## src/rtl/door_lock_supervisor.sv

```systemverilog
// rtl/door_lock_supervisor.sv - keypad entry, checker handshake, result LEDs and lockout
//
// Collects a 3-digit keypad code between start and done edges and replays it
// to the external code checker as start / 3 digits / done on consecutive
// cycles. It then shows pass/fail on the LEDs for LED_ON_PERIOD cycles and
// counts consecutive failures. Reaching MAX_FAIL failures locks the block for
// LOCKOUT_CYCLES cycles.
//
// Optional feature: define DOOR_LOCK_TIMEOUT_EN to fail an entry that sees
// no accepted press and no done for TIMEOUT_CYCLES cycles.
//
// Ports:
//   clk, rst          clock, synchronous active-high reset
//   start_i, done_i   entry begin/end, rising edge used
//   button_i[9:0]     keypad, one bit per digit 0..9
//   chk_start_o       one-cycle pulse opening a check transaction
//   chk_digit_vld_o   chk_digit_o valid this cycle
//   chk_digit_o[3:0]  binary digit 0..9
//   chk_done_o        one-cycle pulse closing the transaction
//   chk_res_vld_i     checker result strobe
//   chk_pass_i        checker verdict, sampled with chk_res_vld_i
//   led_o[1:0]        00 off, 01 pass, 10 fail, 11 locked
//   locked_o          lockout active
//   fail_cnt_o[2:0]   consecutive failure count
module door_lock_supervisor #(
  parameter int LED_ON_PERIOD  = 300,
  parameter int MAX_FAIL       = 3,
  parameter int LOCKOUT_CYCLES = 1000,
  parameter int TIMEOUT_CYCLES = 500
) (
  input  logic       clk,
  input  logic       rst,
  input  logic       start_i,
  input  logic       done_i,
  input  logic [9:0] button_i,
  output logic       chk_start_o,
  output logic       chk_digit_vld_o,
  output logic [3:0] chk_digit_o,
  output logic       chk_done_o,
  input  logic       chk_res_vld_i,
  input  logic       chk_pass_i,
  output logic [1:0] led_o,
  output logic       locked_o,
  output logic [2:0] fail_cnt_o
);

  // One shared timer serves the LED period, the lockout and the entry timeout.
  localparam int MAX_A = (LED_ON_PERIOD > LOCKOUT_CYCLES) ? LED_ON_PERIOD : LOCKOUT_CYCLES;
  localparam int MAX_P = (MAX_A > TIMEOUT_CYCLES) ? MAX_A : TIMEOUT_CYCLES;
  localparam int TW    = $clog2(MAX_P + 1);

  typedef enum logic [2:0] {
    IDLE, ENTRY, SUBMIT, WAIT_RES, PASS, FAIL, LOCKOUT
  } state_t;

  state_t          state_q;
  logic            start_q, done_q;
  logic [9:0]      btn_q;
  logic [1:0]      cnt_q;
  logic [2:0][3:0] slot_q;
  logic [2:0]      sub_q;
  logic [TW-1:0]   timer_q;
  logic [2:0]      fail_cnt_q;
  logic            chk_start_q, chk_vld_q, chk_done_q, locked_q;
  logic [3:0]      chk_digit_q;
  logic [1:0]      led_q;

  logic       start_rise, done_rise, btn_onehot, press, press_ok;
  logic [3:0] digit;
  logic [1:0] cnt_after;
  logic [2:0] fail_next;

  always_comb begin
    start_rise = start_i & ~start_q;
    done_rise  = done_i & ~done_q;
    // Exactly one bit set: nonzero and clearing the lowest set bit leaves zero.
    btn_onehot = (button_i != 10'd0) && ((button_i & (button_i - 10'd1)) == 10'd0);
    press      = btn_onehot && (btn_q == 10'd0);
    press_ok   = press && (cnt_q != 2'd3);
    // A press in the same cycle as done is counted before cnt is judged.
    cnt_after  = press_ok ? cnt_q + 2'd1 : cnt_q;
    fail_next  = (fail_cnt_q == 3'(MAX_FAIL)) ? fail_cnt_q : fail_cnt_q + 3'd1;
    digit      = 4'd0;
    for (int i = 0; i < 10; i++) begin
      if (button_i[i]) digit = 4'(i);
    end
  end

  always_ff @(posedge clk) begin
    if (rst) begin
      state_q     <= IDLE;
      start_q     <= 1'b0;
      done_q      <= 1'b0;
      btn_q       <= 10'd0;
      cnt_q       <= 2'd0;
      slot_q      <= '0;
      sub_q       <= 3'd0;
      timer_q     <= '0;
      fail_cnt_q  <= 3'd0;
      chk_start_q <= 1'b0;
      chk_vld_q   <= 1'b0;
      chk_digit_q <= 4'd0;
      chk_done_q  <= 1'b0;
      led_q       <= 2'b00;
      locked_q    <= 1'b0;
    end else begin
      start_q <= start_i;
      done_q  <= done_i;
      btn_q   <= button_i;
      case (state_q)
        IDLE: begin
          if (start_rise) begin
            state_q <= ENTRY;
            cnt_q   <= 2'd0;
            timer_q <= '0;
          end
        end
        ENTRY: begin
          if (start_rise) begin
            cnt_q   <= 2'd0;
            timer_q <= '0;
          end else begin
            if (press_ok) begin
              case (cnt_q)
                2'd0:    slot_q[0] <= digit;
                2'd1:    slot_q[1] <= digit;
                default: slot_q[2] <= digit;
              endcase
              cnt_q <= cnt_after;
            end
            if (done_rise) begin
              if (cnt_after == 2'd3) begin
                state_q     <= SUBMIT;
                sub_q       <= 3'd0;
                chk_start_q <= 1'b1;
              end else begin
                state_q    <= FAIL;
                led_q      <= 2'b10;
                timer_q    <= '0;
                fail_cnt_q <= fail_next;
              end
            end
`ifdef DOOR_LOCK_TIMEOUT_EN
            else if (press_ok) begin
              timer_q <= '0;
            end else if (timer_q == TW'(TIMEOUT_CYCLES - 1)) begin
              state_q    <= FAIL;
              led_q      <= 2'b10;
              timer_q    <= '0;
              fail_cnt_q <= fail_next;
            end else begin
              timer_q <= timer_q + 1'b1;
            end
`endif
          end
        end
        SUBMIT: begin
          // Outputs are registered, so step k sets what is shown in step k+1.
          sub_q <= sub_q + 3'd1;
          case (sub_q)
            3'd0: begin
              chk_start_q <= 1'b0;
              chk_vld_q   <= 1'b1;
              chk_digit_q <= slot_q[0];
            end
            3'd1: chk_digit_q <= slot_q[1];
            3'd2: chk_digit_q <= slot_q[2];
            3'd3: begin
              chk_vld_q   <= 1'b0;
              chk_digit_q <= 4'd0;
              chk_done_q  <= 1'b1;
            end
            default: begin
              chk_done_q <= 1'b0;
              state_q    <= WAIT_RES;
            end
          endcase
        end
        WAIT_RES: begin
          if (chk_res_vld_i) begin
            timer_q <= '0;
            if (chk_pass_i) begin
              state_q    <= PASS;
              led_q      <= 2'b01;
              fail_cnt_q <= 3'd0;
            end else begin
              state_q    <= FAIL;
              led_q      <= 2'b10;
              fail_cnt_q <= fail_next;
            end
          end
        end
        PASS: begin
          if (timer_q == TW'(LED_ON_PERIOD - 1)) begin
            state_q <= IDLE;
            led_q   <= 2'b00;
          end else begin
            timer_q <= timer_q + 1'b1;
          end
        end
        FAIL: begin
          if (timer_q == TW'(LED_ON_PERIOD - 1)) begin
            timer_q <= '0;
            if (fail_cnt_q == 3'(MAX_FAIL)) begin
              state_q  <= LOCKOUT;
              led_q    <= 2'b11;
              locked_q <= 1'b1;
            end else begin
              state_q <= IDLE;
              led_q   <= 2'b00;
            end
          end else begin
            timer_q <= timer_q + 1'b1;
          end
        end
        LOCKOUT: begin
          if (timer_q == TW'(LOCKOUT_CYCLES - 1)) begin
            state_q    <= IDLE;
            led_q      <= 2'b00;
            locked_q   <= 1'b0;
            fail_cnt_q <= 3'd0;
          end else begin
            timer_q <= timer_q + 1'b1;
          end
        end
        default: state_q <= IDLE;
      endcase
    end
  end

  assign chk_start_o     = chk_start_q;
  assign chk_digit_vld_o = chk_vld_q;
  assign chk_digit_o     = chk_digit_q;
  assign chk_done_o      = chk_done_q;
  assign led_o           = led_q;
  assign locked_o        = locked_q;
  assign fail_cnt_o      = fail_cnt_q;

endmodule

```

## config.mk

```make
export PLATFORM = sky130hd
export DESIGN_NAME = door_lock_supervisor
export DESIGN_NICKNAME = d
export VERILOG_FILES = /design/src/rtl/door_lock_supervisor.sv
export SDC_FILE = /design/constraint.sdc
export NUM_CORES = 1
export LEC_CHECK = 0
export CAP_MARGIN = 30
export CORE_AREA = 2 2 55 108
export CTS_CLUSTER_SIZE = 25
export DETAILED_ROUTE_END_ITERATION = 16
export DIE_AREA = 0 0 57 110
export PLACE_DENSITY = 0.85
export SETUP_SLACK_MARGIN = 0.02
export SLEW_MARGIN = 0
export SYNTH_ARGS = -nofsm -noshare
export SYNTH_HDL_FRONTEND = slang
export SYNTH_SLANG_ARGS = --single-unit
```

## constraint.sdc

```tcl
create_clock -name clk -period 7.5 [get_ports clk]
set_clock_uncertainty 0.2 [all_clocks]
set_input_delay 1.125 -clock clk [delete_from_list [all_inputs] [get_ports clk]]
set_output_delay 1.125 -clock clk [all_outputs]
set_load 0.03 [all_outputs]
```

* Word level (Yosys, flattened, before mapping)
Cells that the tools add are included.
W data, S select, Z words.
** Storage, ports and cells
- Logic and storage cells :: 164
- Output and inout bits :: 13
- Flip-flop bits (word level) :: 55
** Operators by class
- Equality and inequality tests :: 32
- Reductions and logical operators :: 34
- Add/subtract/negate cells :: 5
- Mux-type cells :: 68
- Bitwise operators :: 8
** Operators by type and width (number)
- $mux W10 :: 8
- $pmux W10 S6 :: 1
- $mux W3 :: 19
- $mux W4 :: 8
- $ne A2 B2 Y1 const B :: 15
- $mux W2 :: 13
- $pmux W3 S7 :: 1
- $logic_not A10 Y1 :: 2
- $reduce_and A4 Y1 :: 5
- $pmux W4 S4 :: 1
- $reduce_and A8 Y1 :: 2
- $eq A3 B2 Y1 const B :: 5
- $add A10 B1 Y10 const B :: 1
- $and A10 B10 Y10 :: 1
- $eq A10 B10 Y1 const B :: 1
- $eq A10 B9 Y1 const B :: 1
- $pmux W2 S5 :: 1
- $reduce_bool A10 Y1 :: 1
- $sub A10 B1 Y10 const B :: 1
- $eq A3 B3 Y1 const B :: 3
- $mux W1 :: 9
- $ne A3 B3 Y1 const B :: 3
- $pmux W3 S3 :: 1
- $pmux W1 S2 :: 4
- 25 further kinds :: 40

* Longest topological paths before layout
- Depth after elaboration :: 12
- Mapped depth :: 9

* Least setup slack after synthesis
No wires, ideal clock.
- Path kind :: input-to-reg
- Start :: in button_i[3]
- End :: reg led_q[1], in the netlist led_o[1]
- Arrival time :: 3.483 ns
- Slack :: 3.696 ns
- Required time :: 7.178 ns
- Library setup time :: 0.122 ns
- Path buffers :: 1
- Stages on the path :: 8
- Cells stage by stage :: or4_4 -> o21ai_0 -> and4_1 -> o2111a_1 -> buf_6 -> mux2_4 -> or4_4 -> o311a_1
** Between the ends
- Longest elaborated chain between the ends :: 10
- Elaborated cells on any way between the ends :: 11
- Those cells by class :: add/sub (1); eq/ne (2); mux (1); bitwise (1); reduce/logical (6)
** Ends and longest elaborated chain
- start, declared :: RTL line 35 : input logic [9:0] button_i,
- $sub A10 B1 Y10 :: RTL line 77 : btn_onehot = (button_i != 10'd0) && ((button_i & (button_i - 10'd1)) == 10'd0);
- $and A10 B10 Y10 :: RTL line 77
- $logic_not A10 Y1 :: RTL line 77
- $logic_and A1 B1 Y1 * :: RTL line 77
- $logic_and A1 B1 Y1 * :: RTL line 78 : press = btn_onehot && (btn_q == 10'd0);
- $logic_and A1 B1 Y1 * :: RTL line 79 : press_ok = press && (cnt_q != 2'd3);
- $mux W2 * :: RTL line 81 : cnt_after = press_ok ? cnt_q + 2'd1 : cnt_q;
- $eq A2 B2 Y1 * :: RTL line 132 : if (cnt_after == 2'd3) begin
- $ne A2 B2 Y1 (no source line) *
- $reduce_and A8 Y1 (no source line) *
- end signal, assigned :: RTL line 104 : led_q <= 2'b00;
- end signal, assigned :: RTL line 138 : led_q <= 2'b10;
- end signal, assigned :: RTL line 184 : led_q <= 2'b01;
- end, declared :: RTL line 66 : logic [1:0] led_q;
Mark *: on every way between the ends. The rest lies on a longest branch, timed or not.
A chain may end at the register's enable or synchronous reset.

* Worst setup path after layout
Ends and elaborated chain as after synthesis.

==> results.cfg <==
[power_and_ir_drop]
vdd_drop_max_uv = 258
p_per_area_nw_per_um2 = 219
p_leak_uw = 0.00129

[sta]
fin_setup_tns_ns = 0
fin_crit_sh_pct = 56.7
setup_viol = 0
period_needed_ns = 4.25
worst_pin_slew_ns = 0.826
relSlewSlack_pct = 44.9
maxSlewViolCount = 0
timing.final.hold_violations = 0
fmax_mhz = 235
rsz0062_at_grt = no

[yosys]
synth_ff_type = dfxtp_1
ys_ff_latch = 55
synth_fp_nets = 375
yosys_warnings = 0
synth-async-reset-ratio_pct = 0
yosys-top-cells-area = dfxtp_1 38%, nor2_1 6.3%, mux2i_1 5.9%
yosys.area.top_type = dfxtp_1
synth_edf_count = 0
synth.top_cell.area_share_pct = 38.4
syn_inst = 349
avgSynthCellArea_um2 = 8.21
ys_seq_area_share_pct = 38.4
synth_area_um2 = 2860
yosysUniqueCellTypes = 54

[worst_setup_path]
cpMostUsedCell = or4_4
path_cells = clkdlybuf4s50_1, or4_4, o21ai_0, and4_1, o2111a_1, mux2_4, or4_4, o311a_1
reg2reg_from = btn_q[4]$_SDFF_PP0_
worstSetupPathType = primary input to register
critPathRequiredTime_ns = 7.50
worst_setup_path_end_kind = register
r2r_cells = 7
rr_endpoint = led_o[1]$_SDFFE_PP0P_
crit_path_top_delay_cell = or4_4
crit_arrival_ns = 4.25
slowest_delay_ns = 0.59
crit_fanout = 9
rrSetupSlack_ns = 4.36
start_kind = primary input

[cells_and_area]
antenna_cells = 0
syn_to_final_growth_pct = 13.8
layout.cells.non_filler = 432
layout-drive-gt1-share_pct = 4.30
fin_nets = 397

[floorplanning]
core-area_um2 = 5420
die_h_um = 110
die_area_um2 = 6270
io_pins = 29
die_w_um = 57
start_util_pct = 52.8
row_count = 38

[worst_hold_path]
min_path_type = register to register
hold_start = fail_cnt_o[2]$_SDFFE_PP0P_
hold_depth = 1
holdPathEnd = fail_cnt_o[2]$_SDFFE_PP0P_

[global_route]
grt_pass1_wl_mm = 10.5
grt_pass1_vias = 2443
antenna_found_initial = 0
grtUsageTotal_pct = 21.0
grt_max_degree = 50
grt_overflow_total = 0

[placement]
port_buffers = 28
gp_congestion = 0.974
dp_cells = 424
dp_hpwl_mm = 4.72

[routing]
drc = 0
wirelength_mm = 6.39
drt-vias-per-instance = 6.00
ant_nets = 0
vias = 2591
first_iter_violations = 64
first_pass_iters = 4
wire_per_inst_um = 14.8

[clocking]
clkSlewWorstSetupHoldPaths_ns = 0.09
root_buffer = clkbuf_8
cts_tree = built
post-cts-setup-buffers = 0
numCtsBuffers = 5
cts_hold_buf = 0
insertion_delay_ns = 0.31
htreeDepth = 2
cts_max_path_buffers = 2
cts_resized = 0
cts_sinks = 55

[run_status]
outcome = finished clean

[flow_run]
drv_cap = 0
[how the worst max path moves through the flow]
stage,endpoint,startpoint,cells past startpoint,slack [ns]
2_1_floorplan,led_o[1]$_SDFFE_PP0P_,button_i[3],8,3.70
3_3_place_gp,led_o[1]$_SDFFE_PP0P_,button_i[3],8,2.99
3_5_place_dp,led_o[1]$_SDFFE_PP0P_,button_i[3],8,2.93
4_1_cts,led_o[1]$_SDFFE_PP0P_,button_i[3],8,3.26
5_1_grt,led_o[1]$_SDFFE_PP0P_,button_i[3],8,3.10
6_report,led_o[1]$_SDFFE_PP0P_,button_i[3],8,3.25
[cell usage after synthesis, drive strengths merged, types with 2 or more instances]
library cell   n
dfxtp         55
nor2          48
a21oi         31
nand2         25
mux2i         17
nor2b         15
nor3          15
nand3         14
inv           13
clkbuf        11
o21ai         11
ha            10
a311oi         9
nand2b         7
a22oi          5
and3           5
o22ai          5
o31ai          4
a31oi          3
and2           3
and4           3
buf            3
or4            3
a211oi         2
mux2           2
nor4           2
nor4b          2
o211ai         2
o21a           2
o21bai         2
o311a          2
or3            2
[final cells by class]
class                      instances  area [µm²]
clock buffer                       5        68.8
clock inverter                     3        22.5
fill                             508        2160
inverter                          14        52.6
multi-input combinational        266        1650
sequential                        55        1100
tap                               60        75.1
timing repair buffer              29         288
[cells in the final DEF (no fill, tap or decap), types with 8 or more instances in the layout]
cell | synthesis | layout
nor3_1 | 15 | 15
nand2_1 | 25 | 25
inv_1 | 13 | 13
clkdlybuf4s50_1 | 0 | 28
nor2_1 | 48 | 48
ha_1 | 10 | 10
dfxtp_1 | 55 | 55
mux2i_1 | 17 | 17
a311oi_1 | 8 | 8
a21oi_1 | 31 | 31
nand3_1 | 14 | 14
o21ai_0 | 10 | 10
nor2b_1 | 15 | 15
[sequential cells by signal (all words and copies together), names as in the netlist]
| signal | cells |
|---|---|
| done_q | 1 |
| cnt_q | 2 |
| led_o | 2 |
| state_q | 3 |
| locked_o | 1 |
| sub_q | 3 |
| timer_q | 10 |
| slot_q | 12 |
| chk_start_o | 1 |
| start_q | 1 |
| chk_digit_vld_o | 1 |
| btn_q | 10 |
| chk_done_o | 1 |
| fail_cnt_o | 3 |
| chk_digit_o | 4 |
[stage by stage]
step | total power [µW] | utilization (%) | hold WS, ns | instance area, µm² | setup slack (ns)
CTS | 713 | 60.1 | 0.281 | 3260 | 3.26
floorplan | 485 | - | 0.243 | 2860 | 3.70
detailed placement | 545 | 58.4 | 0.268 | 3170 | 2.93
finish | 712 | 60.1 | 0.281 | 3260 | 3.25
global route | 750 | 60.1 | 0.297 | 3260 | 3.10
global placement | 540 | 58.4 | 0.255 | 3170 | 2.99
[logic make-up (layout without fill, tap and decap cells)]
kind of cell	count (synthesis)	count (layout)	share of synthesized area [%]
AND/OR/NAND/NOR	150	150	26.3
AO/OA/AOI/OAI	87	87	20.1
flip-flops	55	55	38.4
buffers and inverters	28	51	3.93
multiplexers	19	19	6.86
adder cells (fa/ha/maj)	10	10	4.37
[report_power, final]
| part | internal [µW] | switching (µW) | leakage [µW] |
|---|---|---|---|
| logic | 82.1 | 119 | 0.000797 |
| registers | 311 | 29.9 | 0.000447 |
| clock network | 67.2 | 102 | 0.0000485 |
| total | 460 | 252 | 0.00129 |
[worst max-delay path: cells and delay by family]
kind / cells / cell delay, ns
muxes: 1 / 0.39
buffers and inverters: 1 / 0.49
and+or+nand+nor: 3 / 1.33
AOI/OAI and AO/OA: 3 / 0.92
[metal layers]
layer  part of all wire (%)  track usage [%]
met5                      0                0
met4                    2.7             8.97
met3                    2.1             2.68
met2                     56             41.7
met1                     39             20.9
Note: power is estimated with default switching activity, not from simulation.
